`src/rtl/riscv_pkg.sv`:
```
// rtl/riscv_pkg.sv - shared ALU opcodes, widths and the ID/EX beat struct
// Contents: default widths, ALU opcode constants, packed id_ex_t decode beat.
package riscv_pkg;

    localparam int XLEN      = 32;
    localparam int OPC_W     = 4;
    localparam int REG_IDX_W = 5;

    localparam logic [OPC_W-1:0] ALU_AND = 4'b0000;
    localparam logic [OPC_W-1:0] ALU_SUB = 4'b0001;
    localparam logic [OPC_W-1:0] ALU_ADD = 4'b0010;
    localparam logic [OPC_W-1:0] ALU_OR  = 4'b0011;
    localparam logic [OPC_W-1:0] ALU_XOR = 4'b0100;
    localparam logic [OPC_W-1:0] ALU_SLL = 4'b0101;
    localparam logic [OPC_W-1:0] ALU_SRL = 4'b0110;
    localparam logic [OPC_W-1:0] ALU_SRA = 4'b0111;
    localparam logic [OPC_W-1:0] ALU_EQ  = 4'b1000;
    localparam logic [OPC_W-1:0] ALU_SLT = 4'b1001;

    typedef struct packed {
        logic [XLEN-1:0]      rs1_data;
        logic [XLEN-1:0]      rs2_data;
        logic [XLEN-1:0]      imm;
        logic [REG_IDX_W-1:0] rs1_addr;
        logic [REG_IDX_W-1:0] rs2_addr;
        logic [REG_IDX_W-1:0] rd_addr;
        logic                 alu_src;
        logic [OPC_W-1:0]     alu_op;
        logic                 reg_write;
    } id_ex_t;

endpackage

```
`src/rtl/fwd_unit.sv`:
```
// rtl/fwd_unit.sv - operand forwarding select for one source register
// Ports: rs_addr/rs_data (registered operand), exmem_*/memwb_* (forwarding
// sources), data (selected operand).
// Macro ID_EX_FWD_EN: when defined, EX/MEM then MEM/WB results override the
// registered operand; when undefined the registered operand passes through.
module fwd_unit
    import riscv_pkg::*;
#(
    parameter int DATA_WIDTH = XLEN,
    parameter int REG_ADDR_W = REG_IDX_W
) (
    input  logic [REG_ADDR_W-1:0] rs_addr,
    input  logic [DATA_WIDTH-1:0] rs_data,
    input  logic [REG_ADDR_W-1:0] exmem_rd,
    input  logic                  exmem_reg_write,
    input  logic [DATA_WIDTH-1:0] exmem_result,
    input  logic [REG_ADDR_W-1:0] memwb_rd,
    input  logic                  memwb_reg_write,
    input  logic [DATA_WIDTH-1:0] memwb_result,
    output logic [DATA_WIDTH-1:0] data
);

`ifdef ID_EX_FWD_EN
    logic exmem_hit;
    logic memwb_hit;

    // x0 is hardwired to zero, so a pending write to it must never be forwarded.
    assign exmem_hit = exmem_reg_write && (exmem_rd != '0) && (exmem_rd == rs_addr);
    assign memwb_hit = memwb_reg_write && (memwb_rd != '0) && (memwb_rd == rs_addr);

    // EX/MEM holds the younger result, so it wins over MEM/WB.
    always_comb begin
        data = rs_data;
        if (exmem_hit)
            data = exmem_result;
        else if (memwb_hit)
            data = memwb_result;
    end
`else
    logic unused_fwd;
    assign unused_fwd = ^{rs_addr, exmem_rd, exmem_reg_write, exmem_result,
                          memwb_rd, memwb_reg_write, memwb_result};
    assign data = rs_data;
`endif

endmodule

```
`src/rtl/id_ex_stage.sv`:
```
// rtl/id_ex_stage.sv - one-entry ID/EX pipeline register with valid/ready and forwarding
// Ports: clk, reset (sync active-low); in_valid/in_ready + decode fields in;
// exmem_*/memwb_* forwarding sources; flush; out_valid/out_ready + SrcA, SrcB,
// Operation, store_data, rd_out, reg_write_out out.
// Macro ID_EX_FWD_EN enables operand forwarding inside fwd_unit.
module id_ex_stage
    import riscv_pkg::*;
#(
    parameter int DATA_WIDTH    = XLEN,
    parameter int OPCODE_LENGTH = OPC_W,
    parameter int REG_ADDR_W    = REG_IDX_W
) (
    input  logic                     clk,
    input  logic                     reset,
    input  logic                     in_valid,
    output logic                     in_ready,
    input  logic [DATA_WIDTH-1:0]    rs1_data,
    input  logic [DATA_WIDTH-1:0]    rs2_data,
    input  logic [DATA_WIDTH-1:0]    imm,
    input  logic [REG_ADDR_W-1:0]    rs1_addr,
    input  logic [REG_ADDR_W-1:0]    rs2_addr,
    input  logic [REG_ADDR_W-1:0]    rd_addr,
    input  logic                     alu_src,
    input  logic [OPCODE_LENGTH-1:0] alu_op,
    input  logic                     reg_write,
    input  logic [REG_ADDR_W-1:0]    exmem_rd,
    input  logic [REG_ADDR_W-1:0]    memwb_rd,
    input  logic                     exmem_reg_write,
    input  logic                     memwb_reg_write,
    input  logic [DATA_WIDTH-1:0]    exmem_result,
    input  logic [DATA_WIDTH-1:0]    memwb_result,
    input  logic                     flush,
    output logic                     out_valid,
    input  logic                     out_ready,
    output logic [DATA_WIDTH-1:0]    SrcA,
    output logic [DATA_WIDTH-1:0]    SrcB,
    output logic [OPCODE_LENGTH-1:0] Operation,
    output logic [DATA_WIDTH-1:0]    store_data,
    output logic [REG_ADDR_W-1:0]    rd_out,
    output logic                     reg_write_out
);

    logic [DATA_WIDTH-1:0]    rs1_q;
    logic [DATA_WIDTH-1:0]    rs2_q;
    logic [DATA_WIDTH-1:0]    imm_q;
    logic [REG_ADDR_W-1:0]    rs1_addr_q;
    logic [REG_ADDR_W-1:0]    rs2_addr_q;
    logic [REG_ADDR_W-1:0]    rd_q;
    logic                     alu_src_q;
    logic [OPCODE_LENGTH-1:0] op_q;
    logic                     reg_write_q;
    logic [DATA_WIDTH-1:0]    fwd_rs1;
    logic [DATA_WIDTH-1:0]    fwd_rs2;

    // Accept when empty or when the held beat leaves this same edge.
    assign in_ready = !flush && (!out_valid || out_ready);

    always_ff @(posedge clk) begin
        if (!reset) begin
            out_valid   <= 1'b0;
            rs1_q       <= '0;
            rs2_q       <= '0;
            imm_q       <= '0;
            rs1_addr_q  <= '0;
            rs2_addr_q  <= '0;
            rd_q        <= '0;
            alu_src_q   <= 1'b0;
            op_q        <= '0;
            reg_write_q <= 1'b0;
        end else if (flush) begin
            out_valid <= 1'b0;
        end else if (in_valid && in_ready) begin
            out_valid   <= 1'b1;
            rs1_q       <= rs1_data;
            rs2_q       <= rs2_data;
            imm_q       <= imm;
            rs1_addr_q  <= rs1_addr;
            rs2_addr_q  <= rs2_addr;
            rd_q        <= rd_addr;
            alu_src_q   <= alu_src;
            op_q        <= alu_op;
            reg_write_q <= reg_write;
        end else if (out_ready) begin
            out_valid <= 1'b0;
        end
    end

    fwd_unit #(.DATA_WIDTH(DATA_WIDTH), .REG_ADDR_W(REG_ADDR_W)) u_fwd_rs1 (
        .rs_addr         (rs1_addr_q),
        .rs_data         (rs1_q),
        .exmem_rd        (exmem_rd),
        .exmem_reg_write (exmem_reg_write),
        .exmem_result    (exmem_result),
        .memwb_rd        (memwb_rd),
        .memwb_reg_write (memwb_reg_write),
        .memwb_result    (memwb_result),
        .data            (fwd_rs1)
    );

    fwd_unit #(.DATA_WIDTH(DATA_WIDTH), .REG_ADDR_W(REG_ADDR_W)) u_fwd_rs2 (
        .rs_addr         (rs2_addr_q),
        .rs_data         (rs2_q),
        .exmem_rd        (exmem_rd),
        .exmem_reg_write (exmem_reg_write),
        .exmem_result    (exmem_result),
        .memwb_rd        (memwb_rd),
        .memwb_reg_write (memwb_reg_write),
        .memwb_result    (memwb_result),
        .data            (fwd_rs2)
    );

    assign SrcA          = fwd_rs1;
    assign SrcB          = alu_src_q ? imm_q : fwd_rs2;
    assign store_data    = fwd_rs2;
    assign Operation     = op_q;
    assign rd_out        = rd_q;
    assign reg_write_out = out_valid && reg_write_q;

endmodule

```
`config.mk`:
```
export PLATFORM = sky130hd
export DESIGN_NAME = id_ex_stage
export DESIGN_NICKNAME = d
export VERILOG_FILES = /design/src/rtl/riscv_pkg.sv /design/src/rtl/fwd_unit.sv /design/src/rtl/id_ex_stage.sv
export SDC_FILE = /design/constraint.sdc
export NUM_CORES = 1
export LEC_CHECK = 0
export BUFFER_PORTS_ARGS = -buffer_cell sky130_fd_sc_hd__buf_2
export CAP_MARGIN = 10
export CELL_PAD_IN_SITES_DETAIL_PLACEMENT = 1
export CELL_PAD_IN_SITES_GLOBAL_PLACEMENT = 1
export CORE_AREA = 2 2 142 144
export DETAILED_ROUTE_END_ITERATION = 16
export DIE_AREA = 0 0 144 146
export PLACE_DENSITY_LB_ADDON = 0.1
export SYNTH_ARGS = -nofsm -noshare
export SYNTH_HDL_FRONTEND = slang
export SYNTH_HIERARCHICAL = 1
export SYNTH_SLANG_ARGS = --single-unit
```
`constraint.sdc`:
```
create_clock -name clk -period 1.22 [get_ports clk]
set_clock_uncertainty 0.1 [all_clocks]
set_input_delay 0.183 -clock clk [delete_from_list [all_inputs] [get_ports clk]]
set_output_delay 0.183 -clock clk [all_outputs]
set_load 0.02 [all_outputs]
```
==> results.txt <==
* Run status: complete, but fails checks
- The final reports fail on setup timing.
- The floorplan step set the die height to 146 um.
- STA classifies the critical path endpoint as a primary output.
* Worst-case headroom to the max-slew limit: 0.824
- CP Class: flop to primary output
- Antenna viol nets, final: 0
- Area growth from synthesis to layout: 60.4%
* Fraction of layout instances using a drive strength above 1: 0.374
- Endpoint with the worst hold slack: imm_q[9]
- Final cell count without fillers: 1114
- Number of top-level pins: 306
- For this run, design rule violations remaining after detail routing come to 0.
* Endpoint required time on the critical path: 940 ps
- Antenna violations before repair: 1
- For this run the aggregate overflow at the end of global routing stands at 0.
- Worst hold margin: 2.39 ps
- Netlist Area Pre-Place: 0.00517 sq mm
* Critical Path Slowest Stage Cell: sky130_fd_sc_hd__dfxtp_4
* Total cell area at the placement stage: 0.00631 sq mm
- The number of buffers and inverters on the critical path is 2.
- The pre-antenna-repair detailed-routing pass consisted of 4 iterations.
- Max-cap violations in this run came to 0.
- Counting cells, the worst reg-to-reg path comes to 7.
- In this run the critical register-to-register path is launched from out_valid.
- Largest incremental delay on the critical path: 400 ps
* Initial Util: 0.267
- CTS H-tree lvls: 3
- CTS root buffer: sky130_fd_sc_hd__clkbuf_16
- Final critical-path share of the clock period: 1.38
* Final critical-path setup slack: -467 ps
- The floorplan step set the die width to 144 um.
* Overall global routing resource usage: 0.158
- The min-delay analysis places its worst path in the category input port to flop.
- Cell count after synthesis: 574
- Clock latency on the worst-skew pair: 350 ps
- Pin count of the biggest net entering global routing: 65
- Areal power density over the cells: 1030 mW/mm^2
- For this run, the post-layout net count is 1041.
- In this run the core area contains 51 standard-cell rows.
- Before CTS, the worst setup slack after placement is -258 ps.
- For the finished layout, the period the worst path requires is 1690 ps.
- The detailed router finished its first iteration with 89 violations.
- The HPWL after detailed placement is 10.5 mm.
* Total nets after synthesis: 772
* Instance count along the most critical hold path: 3
- Origin of the worst min-delay path: imm[9]
- Average cell area after synthesis: 9.01 sq um
- Worst EP arrival: 1400 ps
* Final cell area excluding filler cells: 0.00829 sq mm
- Dpl cells: 971
* Maximum root-to-sink buffer count: 2
- In this run the critical register-to-register path is captured at Operation[0].
* Register-to-Register Setup Slack: -370 ps
- Setup repair after global routing could not meet its margin everywhere.
- Number of vias in the routed layout: 4672
* Slew @ Worst Pin: 265 ps
* Via count of the first global-routing pass: 5054
* Total core area: 0.0193 sq mm
* Total Die Area: 0.0210 sq mm
* Endpoints failing setup: 141
- Global-route wire length before repair: 26.1 mm
- Buffers inserted during clock tree synthesis total 9.
* Worst-path fanout max: 14
- The kind of cell with the highest combined delay along the critical path is flip-flops.
- Worst voltage drop across the vdd grid: 0.597 mV
- Using the TritonRoute via totals, the vias-per-cell ratio works out to 4.19.
* Clk pin slew, worst setup/hold paths: 70 ps
- The worst setup path is launched from a flop.
- Achievable clock frequency: 0.593 GHz
- During synthesis, Yosys emitted a total of 6 warnings.
- Final Slew Violations: 0
* Wirelength, routed: 16.5 mm
* Routed len/inst: 14.8 um
- Hold violation count in the final report: 0
- The analysis attributes to cell leakage a power of 0.00379 uW.
* # port buffers: 219
- Walking the worst path, the cells encountered are buf_12 > mux2_4 > buf_2.
- Placer's final routability congestion estimate: 0.714
- TritonCTS Sinks: 108
- TritonCTS built the clock tree.
[sequential cells by signal, summed over array words and instances (netlist names)]
| name | flops |
|---|---|
| rd_out | 5 |
| rs2_q | 32 |
| alu_src_q | 1 |
| imm_q | 32 |
| rs1_q | 32 |
| reg_write_q | 1 |
| out_valid | 1 |
| Operation | 4 |
[worst register-to-register path, cell delays in order (launching register included)]
cell                      delay (ps)
sky130_fd_sc_hd__dfxtp_2         330
sky130_fd_sc_hd__nor2b_4         130
sky130_fd_sc_hd__nor3b_4         220
sky130_fd_sc_hd__buf_6           150
sky130_fd_sc_hd__buf_12          120
sky130_fd_sc_hd__buf_12          130
sky130_fd_sc_hd__buf_16          130
sky130_fd_sc_hd__mux2i_4         220
[area by class of cell]
| cell class | instances | area, sq um |
|---|---|---|
| clock inverter | 4 | 25.0 |
| clock buffer | 12 | 246 |
| timing repair buffer | 365 | 3080 |
| tap | 265 | 332 |
| sequential | 108 | 2170 |
| fill | 2226 | 11000 |
| antenna | 1 | 2.50 |
| multi-input combinational | 359 | 2430 |
[timing repair]
item	in CTS	in global routing
endpoints found under the setup margin	143	162
buffers inserted	16	6
resized for setup	67	49
hold buffers	106	0
pin swaps	1	2
hold endpoints to repair	106	0
gates cloned	12	0
[routing by layer]
metal / routed length, um / track usage / vias to the layer above
met2: 8670 / 0.289 / 116
li1: - / - / 2318
met3: 838 / 0.0349 / 19
met1: 6630 / 0.178 / 2219
met5: 0 / 0 / -
met4: 326 / 0.0564 / 0
[metrics by stage]
step / setup TNS [ps] / power [uW] / utilization
6_report: -41750 / 8580 / 0.429
5_1_grt: -50890 / 9070 / 0.429
4_1_cts: -42860 / 8750 / 0.430
3_5_place_dp: -22890 / 5320 / 0.326
3_3_place_gp: -19430 / 5280 / 0.326
2_1_floorplan: -12580 / 4900 / -
[placed cells by master, fill, tap and decap left out, types with 5 or more instances in the layout]
master,n
sky130_fd_sc_hd__buf_12,22
sky130_fd_sc_hd__buf_16,6
sky130_fd_sc_hd__buf_2,176
sky130_fd_sc_hd__buf_4,24
sky130_fd_sc_hd__buf_6,27
sky130_fd_sc_hd__clkbuf_16,9
sky130_fd_sc_hd__dfxtp_1,102
sky130_fd_sc_hd__dfxtp_2,5
sky130_fd_sc_hd__dlygate4sd3_1,106
sky130_fd_sc_hd__mux2_4,31
sky130_fd_sc_hd__mux2i_1,105
sky130_fd_sc_hd__nand2_1,214
[worst max-delay path by stage]
stage                            to  cells after the start  startpoint  slack (ps)
final                       SrcB[1]                      3   alu_src_q        -470
after global routing        SrcB[1]                      3   alu_src_q        -510
after CTS                  SrcB[10]                      3   alu_src_q        -490
after detailed placement   rs2_q[8]                      5   out_valid        -260
after global placement    rs2_q[19]                      5   out_valid        -190
after floorplan            rs1_q[0]                      6   out_valid        -190
[power breakdown]
group          internal, uW  total (uW)  switching [uW]  leakage (uW)
Sequential             3710        3820             114      0.000886
Clock                  1440        2810            1380      0.000129
Combinational          1070        1940             877       0.00278
No activity file was read; power rests on OpenSTA's default activity.
